$ cat src/rtl/keydec_pkg.sv
// Shared constants and types for the PS/2 paddle key decoder.
// Optional feature macro: KEYDEC_PREFIX_TIMEOUT_EN (prefix-pending timeout).
package keydec_pkg;

    localparam int unsigned PADDLE_MAX_DFLT  = 400;
    localparam int unsigned PADDLE_INIT_DFLT = 200;
    localparam int unsigned STEP_DFLT        = 4;
    localparam int unsigned TICK_DIV_DFLT    = 1666667;
    localparam int unsigned TIMEOUT_CYC_DFLT = 2000000;

    localparam int unsigned Y_W   = 10;
    localparam int unsigned KEY_W = 5;
    localparam int unsigned IDX_W = 3;

    // Scan codes
    localparam logic [7:0] SC_EXT   = 8'hE0;
    localparam logic [7:0] SC_BRK   = 8'hF0;
    localparam logic [7:0] SC_W     = 8'h1D;
    localparam logic [7:0] SC_S     = 8'h1B;
    localparam logic [7:0] SC_SPACE = 8'h29;
    localparam logic [7:0] SC_UP    = 8'h75;
    localparam logic [7:0] SC_DOWN  = 8'h72;
    localparam logic [7:0] SC_ERR0  = 8'h00;
    localparam logic [7:0] SC_ERR1  = 8'hFF;

    // key_state bit positions: {space, r_down, r_up, l_down, l_up}
    localparam int unsigned KEY_L_UP   = 0;
    localparam int unsigned KEY_L_DOWN = 1;
    localparam int unsigned KEY_R_UP   = 2;
    localparam int unsigned KEY_R_DOWN = 3;
    localparam int unsigned KEY_SPACE  = 4;

    typedef enum logic [1:0] {
        ST_IDLE,
        ST_EXT,
        ST_BRK,
        ST_EXT_BRK
    } dec_state_t;

endpackage

$ cat src/rtl/ps2_key_decoder_if.sv
// Byte-in / key-and-paddle-out bundle between the PS/2 receiver side and the decoder.
interface ps2_key_decoder_if;
    import keydec_pkg::*;

    logic [7:0]       rx_data;
    logic             rx_done;
    logic [KEY_W-1:0] key_state;
    logic             serve_pulse;
    logic             move_tick;
    logic [Y_W-1:0]   paddle_l_y;
    logic [Y_W-1:0]   paddle_r_y;

    modport master (
        output rx_data, rx_done,
        input  key_state, serve_pulse, move_tick, paddle_l_y, paddle_r_y
    );

    modport slave (
        input  rx_data, rx_done,
        output key_state, serve_pulse, move_tick, paddle_l_y, paddle_r_y
    );
endinterface

$ cat src/rtl/paddle_ctrl.sv
// One paddle Y register, stepped and clamped on each move tick.
module paddle_ctrl
    import keydec_pkg::*;
#(
    parameter int unsigned PADDLE_MAX  = PADDLE_MAX_DFLT,
    parameter int unsigned PADDLE_INIT = PADDLE_INIT_DFLT,
    parameter int unsigned STEP        = STEP_DFLT
) (
    input  logic           clk100MHz,
    input  logic           rst_n,
    input  logic           move_tick,
    input  logic           up,
    input  logic           down,
    output logic [Y_W-1:0] y
);
    localparam int unsigned SUM_W = Y_W + 1;

    logic [SUM_W-1:0] y_sum_c;

    // Downward sum one bit wider so it cannot wrap before the clamp
    assign y_sum_c = {1'b0, y} + SUM_W'(STEP);

    // Move up/down by STEP on each tick; opposing keys cancel
    always_ff @(posedge clk100MHz or negedge rst_n) begin
        if (!rst_n) begin
            y <= Y_W'(PADDLE_INIT);
        end else if (move_tick) begin
            if (up && !down) begin
                y <= (y >= Y_W'(STEP)) ? y - Y_W'(STEP) : '0;
            end else if (down && !up) begin
                y <= (y_sum_c <= SUM_W'(PADDLE_MAX)) ? y_sum_c[Y_W-1:0] : Y_W'(PADDLE_MAX);
            end
        end
    end
endmodule

$ cat src/rtl/ps2_key_decoder.sv
// PS/2 scan-code decoder: held key states, serve pulse, frame tick, paddle positions.
// Optional feature macro: KEYDEC_PREFIX_TIMEOUT_EN drops a stale E0/F0 prefix after TIMEOUT_CYC idle cycles.
module ps2_key_decoder
    import keydec_pkg::*;
#(
    parameter int unsigned PADDLE_MAX  = PADDLE_MAX_DFLT,
    parameter int unsigned PADDLE_INIT = PADDLE_INIT_DFLT,
    parameter int unsigned STEP        = STEP_DFLT,
    parameter int unsigned TICK_DIV    = TICK_DIV_DFLT
`ifdef KEYDEC_PREFIX_TIMEOUT_EN
    ,
    parameter int unsigned TIMEOUT_CYC = TIMEOUT_CYC_DFLT
`endif
) (
    input  logic               clk100MHz,
    input  logic               rst_n,
    ps2_key_decoder_if.slave   bus
);
    localparam int unsigned CNT_W = (TICK_DIV > 1) ? $clog2(TICK_DIV) : 1;

    logic             s1, s2, s3;
    logic             byte_strobe_c;
    dec_state_t       state;
    logic [KEY_W-1:0] key_q;
    logic             serve_q;
    logic [CNT_W-1:0] tick_cnt;
    logic             tick_q;
    logic             ext_c, brk_c, hit_c;
    logic [IDX_W-1:0] key_idx_c;
    logic             timeout_c;
    logic [Y_W-1:0]   l_y, r_y;

    // rx_done crosses domains: two-flop sync plus one flop for rising-edge detect
    always_ff @(posedge clk100MHz or negedge rst_n) begin
        if (!rst_n) begin
            s1 <= 1'b0;
            s2 <= 1'b0;
            s3 <= 1'b0;
        end else begin
            s1 <= bus.rx_done;
            s2 <= s1;
            s3 <= s2;
        end
    end

    assign byte_strobe_c = s2 & ~s3;

    // Map the incoming byte to a key bit, honouring the pending E0 prefix
    always_comb begin
        ext_c     = (state == ST_EXT) || (state == ST_EXT_BRK);
        brk_c     = (state == ST_BRK) || (state == ST_EXT_BRK);
        hit_c     = 1'b0;
        key_idx_c = '0;
        if (ext_c) begin
            if (bus.rx_data == SC_UP) begin
                hit_c     = 1'b1;
                key_idx_c = IDX_W'(KEY_R_UP);
            end else if (bus.rx_data == SC_DOWN) begin
                hit_c     = 1'b1;
                key_idx_c = IDX_W'(KEY_R_DOWN);
            end
        end else begin
            if (bus.rx_data == SC_W) begin
                hit_c     = 1'b1;
                key_idx_c = IDX_W'(KEY_L_UP);
            end else if (bus.rx_data == SC_S) begin
                hit_c     = 1'b1;
                key_idx_c = IDX_W'(KEY_L_DOWN);
            end else if (bus.rx_data == SC_SPACE) begin
                hit_c     = 1'b1;
                key_idx_c = IDX_W'(KEY_SPACE);
            end
        end
    end

`ifdef KEYDEC_PREFIX_TIMEOUT_EN
    localparam int unsigned TMR_W = $clog2(TIMEOUT_CYC + 1);

    logic [TMR_W-1:0] prefix_tmr;

    assign timeout_c = (state != ST_IDLE) && (prefix_tmr == TMR_W'(TIMEOUT_CYC - 1));

    // Count idle cycles while a prefix is pending; any byte restarts the count
    always_ff @(posedge clk100MHz or negedge rst_n) begin
        if (!rst_n) begin
            prefix_tmr <= '0;
        end else if (byte_strobe_c || state == ST_IDLE) begin
            prefix_tmr <= '0;
        end else begin
            prefix_tmr <= prefix_tmr + TMR_W'(1);
        end
    end
`else
    assign timeout_c = 1'b0;
`endif

    // Prefix FSM with key-state and serve-pulse updates on each received byte
    always_ff @(posedge clk100MHz or negedge rst_n) begin
        if (!rst_n) begin
            state   <= ST_IDLE;
            key_q   <= '0;
            serve_q <= 1'b0;
        end else begin
            serve_q <= 1'b0;
            if (byte_strobe_c) begin
                case (bus.rx_data)
                    SC_EXT: state <= ST_EXT;
                    SC_BRK: begin
                        if (state == ST_IDLE) begin
                            state <= ST_BRK;
                        end else if (state == ST_EXT) begin
                            state <= ST_EXT_BRK;
                        end
                    end
                    SC_ERR0, SC_ERR1: begin
                        key_q <= '0;
                        state <= ST_IDLE;
                    end
                    default: begin
                        state <= ST_IDLE;
                        if (hit_c) begin
                            key_q[key_idx_c] <= ~brk_c;
                            if (key_idx_c == IDX_W'(KEY_SPACE) && !brk_c && !key_q[KEY_SPACE]) begin
                                serve_q <= 1'b1;
                            end
                        end
                    end
                endcase
            end else if (timeout_c) begin
                state <= ST_IDLE;
            end
        end
    end

    // Frame-rate divider; move_tick is registered so it lines up with the last count
    always_ff @(posedge clk100MHz or negedge rst_n) begin
        if (!rst_n) begin
            tick_cnt <= '0;
            tick_q   <= 1'b0;
        end else begin
            tick_q   <= (tick_cnt == CNT_W'(TICK_DIV - 2));
            tick_cnt <= (tick_cnt == CNT_W'(TICK_DIV - 1)) ? '0 : tick_cnt + CNT_W'(1);
        end
    end

    paddle_ctrl #(
        .PADDLE_MAX  (PADDLE_MAX),
        .PADDLE_INIT (PADDLE_INIT),
        .STEP        (STEP)
    ) u_paddle_l (
        .clk100MHz (clk100MHz),
        .rst_n     (rst_n),
        .move_tick (tick_q),
        .up        (key_q[KEY_L_UP]),
        .down      (key_q[KEY_L_DOWN]),
        .y         (l_y)
    );

    paddle_ctrl #(
        .PADDLE_MAX  (PADDLE_MAX),
        .PADDLE_INIT (PADDLE_INIT),
        .STEP        (STEP)
    ) u_paddle_r (
        .clk100MHz (clk100MHz),
        .rst_n     (rst_n),
        .move_tick (tick_q),
        .up        (key_q[KEY_R_UP]),
        .down      (key_q[KEY_R_DOWN]),
        .y         (r_y)
    );

    assign bus.key_state   = key_q;
    assign bus.serve_pulse = serve_q;
    assign bus.move_tick   = tick_q;
    assign bus.paddle_l_y  = l_y;
    assign bus.paddle_r_y  = r_y;
endmodule
$ cat src/flat_wrapper.sv
// flat-port wrapper written by rule: the top's interface ports become plain ports
module ps2_key_decoder_flat import keydec_pkg::*;
#(
    parameter int unsigned PADDLE_MAX  = PADDLE_MAX_DFLT,
    parameter int unsigned PADDLE_INIT = PADDLE_INIT_DFLT,
    parameter int unsigned STEP        = STEP_DFLT,
    parameter int unsigned TICK_DIV    = TICK_DIV_DFLT

)
  (clk100MHz, rst_n, bus_rx_data, bus_rx_done, bus_key_state, bus_serve_pulse, bus_move_tick, bus_paddle_l_y, bus_paddle_r_y);
  ps2_key_decoder_if bus_i ();
  input  logic clk100MHz;
  input  logic rst_n;
  input wire logic [$bits(bus_i.rx_data)-1:0] bus_rx_data;
  input wire logic [$bits(bus_i.rx_done)-1:0] bus_rx_done;
  output wire logic [$bits(bus_i.key_state)-1:0] bus_key_state;
  output wire logic [$bits(bus_i.serve_pulse)-1:0] bus_serve_pulse;
  output wire logic [$bits(bus_i.move_tick)-1:0] bus_move_tick;
  output wire logic [$bits(bus_i.paddle_l_y)-1:0] bus_paddle_l_y;
  output wire logic [$bits(bus_i.paddle_r_y)-1:0] bus_paddle_r_y;
  assign bus_i.rx_data = bus_rx_data;
  assign bus_i.rx_done = bus_rx_done;
  assign bus_key_state = bus_i.key_state;
  assign bus_serve_pulse = bus_i.serve_pulse;
  assign bus_move_tick = bus_i.move_tick;
  assign bus_paddle_l_y = bus_i.paddle_l_y;
  assign bus_paddle_r_y = bus_i.paddle_r_y;
  ps2_key_decoder #(.PADDLE_MAX(PADDLE_MAX), .PADDLE_INIT(PADDLE_INIT), .STEP(STEP), .TICK_DIV(TICK_DIV)) u_core (.clk100MHz(clk100MHz), .rst_n(rst_n), .bus(bus_i));
endmodule
$ cat config.mk
export PLATFORM = sky130hd
export DESIGN_NAME = ps2_key_decoder_flat
export DESIGN_NICKNAME = d
export VERILOG_FILES = /design/src/rtl/keydec_pkg.sv /design/src/rtl/ps2_key_decoder_if.sv /design/src/rtl/paddle_ctrl.sv /design/src/rtl/ps2_key_decoder.sv /design/src/flat_wrapper.sv
export SDC_FILE = /design/constraint.sdc
export NUM_CORES = 1
export LEC_CHECK = 0
export CORE_MARGIN = 5
export CORE_UTILIZATION = 35
export DETAILED_ROUTE_END_ITERATION = 8
export PLACE_DENSITY = 0.6
export REMOVE_ABC_BUFFERS = 1
export SLEW_MARGIN = 20
export SYNTH_ARGS = -nofsm -noshare
export SYNTH_HDL_FRONTEND = slang
export SYNTH_HIERARCHICAL = 1
export SYNTH_SLANG_ARGS = --single-unit
$ cat constraint.sdc
create_clock -name clk100MHz -period 1.76 [get_ports clk100MHz]
set_input_delay 0.352 -clock clk100MHz [delete_from_list [all_inputs] [get_ports clk100MHz]]
set_output_delay 0.352 -clock clk100MHz [all_outputs]
set_load 0.01 [all_outputs]
==> impl_metrics.env <==
export IMPL_max_stage_delay_ns=0.60
export IMPL_grt_max_degree=50
export IMPL_ir_worst_vdd_uv=405.3
export IMPL_worst_hold_slack_ns=0.009802
export IMPL_hold_buffers=0
export IMPL_num_rows=35
export IMPL_drive_above_1_share_pct=38.54
export IMPL_synth_cells=383
export IMPL_status="finished with violations"
export IMPL_final_hold_viol_count=0
export IMPL_crit_type="flop to flop"
export IMPL_critPathCaptureType="flop"
export IMPL_worst_pin_slew_ns=0.5566
export IMPL_seq_area_frac_synth_pct=36.96
export IMPL_crit_required_ns=1.96
export IMPL_grt_antenna_before_repair=0
export IMPL_cts_made_buffers=5
export IMPL_p_leak_uw=0.002144
export IMPL_die_y_microns=107.7
export IMPL_start_util_pct=35.96
export IMPL_synthDistinctLibCells=63
export IMPL_coreArea_sq_mm=0.009284
export IMPL_fmax_mhz=509.0
export IMPL_grt_usage_pct=15.35
export IMPL_grt_pass1_wl_microns=14700
export IMPL_syn_avg_cell_area_sq_um=8.716
export IMPL_cp_start_kind="flop"
export IMPL_post_synth_top_area_cell="dfrtp_1"
export IMPL_drc_errors=0
export IMPL_die_x_microns=107.7
export IMPL_fin_area_sq_mm=0.004881
export IMPL_vias=3312
export IMPL_min_path_type="input pin to asynchronous set/reset pin"
export IMPL_cp_max_fo=4
export IMPL_placed_area_sq_mm=0.004253
export IMPL_htreeDepth=2
export IMPL_powerDensity_mw_per_mm2=407.7
export IMPL_grt_pass1_vias=3136
export IMPL_die_area_sq_mm=0.01159
export IMPL_cts_tree="built"
export IMPL_synth_edf_count=0
export IMPL_timing_max_transition_violations_final=0
export IMPL_power_uw=1990
export IMPL_hpwl_microns=6093
export IMPL_synth_area_leaders="dfrtp_1 (32%), dfstp_2 (4.7%), o21ai_0 (4.2%)"
export IMPL_synth_area_sq_mm=0.003338
export IMPL_n_fill_cell=858
export IMPL_port_buffers=33
export IMPL_ys_ff_latch=49
export IMPL_drv_cap=0
export IMPL_n_antenna_cell=0
export IMPL_synthFlopType="dfrtp_1"
export IMPL_setup_ws_ns=-0.2044
export IMPL_drt_vias_per_instance=5.325
export IMPL_finalCriticalPeriod_ns=1.964
export IMPL_drtAntennaViolNets=0
export IMPL_maxSlewHeadroom_pct=62.81
export IMPL_path_cells="inv_2 -> ha_4 -> or2_4 -> nor3_4 -> nand3_2 -> nand2_4 -> nor4b_1 -> a211o_1"
export IMPL_num_nets_final=514
export IMPL_io_pins=38
export IMPL_place_worst_setup_slack_ns=-0.4315
export IMPL_multi_input_area_sq_mm=0.002337
export IMPL_rsz0062_at_grt="true"
export IMPL_regArea_sq_mm=0.001240
export IMPL_arrival_ns=2.17
export IMPL_async_reset_ff_share_pct=100.0
export IMPL_netlist_area_leader_share_pct=32.23
export IMPL_cts_clk_slew_worst_paths_ns=0.10
export IMPL_ctsRootBufferMaster="clkbuf_8"
export IMPL_numClockSinks=49
export IMPL_drt_wl_total_microns=8819
export IMPL_wire_per_inst_microns=14.18
export IMPL_failed_checks="negative setup slack"
export IMPL_grt_remaining_overflow=0
export IMPL_place_congestion=0.8819
export IMPL_setup_violations=13
export IMPL_slowest_stage="dfstp_2"
export IMPL_insertion_delay_ns=0.31
export IMPL_ys_warnings_count=6
export IMPL_syn2layout_area_growth_pct=46.21
export IMPL_clock_skew_ns=0.01650
export IMPL_finalCritPeriodShare_pct=111.6
export IMPL_drt_initial_drc_count=90
export IMPL_clock_path_buffers=2
export IMPL_first_pass_iters=5
==> critical path, delay by kind of cell, from the launching register on <==
family,cells,cell delay (ns)
fa+ha+maj,1,0.15
buf+inv,1,0.07
compound gates,1,0.27
flops,1,0.60
simple gates,5,0.76
==> sequential cells by signal, indices dropped and copies added (netlist names) <==
name / cells
u_core/s3: 1
u_core/u_paddle_r/y: 8
u_core/bus.move_tick: 1
u_core/state: 2
u_core/s2: 1
u_core/s1: 1
u_core/tick_cnt: 21
u_core/bus.serve_pulse: 1
u_core/bus.key_state: 5
u_core/u_paddle_l/y: 8
==> per-stage QoR <==
step	setup TNS, ns	util, %	instances
finish	-1.472	52.57	622
global route	-2.777	52.57	622
CTS	-1.141	49.19	615
detailed placement	-4.531	45.81	598
global placement	-4.185	45.81	598
floorplan	-2.105	-	364
==> synthesized netlist by cell type, types with 3 or more instances <==
cell type   n
a211oi_1    3
a21oi_1    19
a31o_1      4
a31oi_1     3
and2_1      6
and3_1      6
buf_2       7
buf_4       4
buf_6       4
clkbuf_1    6
dfrtp_1    43
dfstp_2     6
ha_1       11
inv_1      11
nand2_1    37
nand2b_1    8
nand3_1    18
nand4_1    12
nor2_1     26
nor2b_1     9
nor3_1     18
nor4_1      4
nor4b_1     4
o21ai_0    28
o31ai_1     7
or2_1       3
or3_1       4
xnor2_1    11
xor2_1      7
==> worst paths after layout <==
kind,slack [ns],cells past startpoint,to,startpoint
max reg2reg,-0.20,8,u_core/u_paddle_l/y[5]$_DFFE_PN0P_,u_core/u_paddle_l/y[3]$_DFFE_PN1P_
min reg2reg,0.37,0,u_core/s2$_DFF_PN0_,u_core/s1$_DFF_PN0_
max in group asynchronous,1.44,2,u_core/u_paddle_r/y[7]$_DFFE_PN1P_,rst_n
max,-0.20,8,u_core/u_paddle_l/y[5]$_DFFE_PN0P_,u_core/u_paddle_l/y[3]$_DFFE_PN1P_
min in group clk100MHz,0.37,0,u_core/s2$_DFF_PN0_,u_core/s1$_DFF_PN0_
min,0.01,2,u_core/tick_cnt[14]$_DFF_PN0_,rst_n
==> layer usage <==
layer	global-route usage (%)	share of wire [%]	up-vias
met2	26.38	50	62
met4	3.156	1.8	0
met5	0	0	-
met3	2.939	3.5	19
met1	20.04	44	1623
li1	-	-	1608
==> layout by cell type (no fill, tap or decap), drive strengths merged, types with 3 or more instances in the layout <==
cell	count
and4	3
o21ai	30
nor2b	9
nor3	20
nand2	37
nor4b	4
clkdlybuf4s50	13
and2	6
dfstp	6
nand3	18
dfrtp	43
nor2	27
nand2b	10
a211oi	5
ha	11
or2	4
nand4	13
dlygate4sd2	12
xor2	7
and3	8
dlymetal6s2s	5
a31o	5
a31oi	3
inv	11
o31ai	7
buf	89
clkbuf	8
xnor2	11
conb	4
a21oi	21
or3	8
nor4	4
==> kinds of logic (layout without fill, tap and decap cells) <==
logic type,after synthesis,count (layout),share of synthesized area [%]
flops,49,49,36.96
simple gates,186,186,32.16
buf+inv,32,140,5.210
other cells,2,4,0.2250
xor+xnor,18,18,4.723
compound gates,85,85,16.60
fa+ha+maj,11,11,4.123
==> final cells by class <==
type,instances,area share (%)
multi-input combinational,304,47.89
sequential,49,25.40
timing repair buffer,121,20.84
tap,129,3.307
clock buffer,7,1.564
inverter,11,0.8459
clock inverter,1,0.1538
==> report_power, final <==
part	switching [uW]	internal, uW
clock network	371	282
logic	100	91.3
registers	9.65	1140
total	481	1510
==> repair_timing <==
action,CTS,global route
gates cloned,0,0
setup buffers,9,7
pin swaps,14,23
hold endpoints to repair,0,0
resized for setup,66,67
setup endpoints to repair,35,31
(Power assumes the default switching activity.)
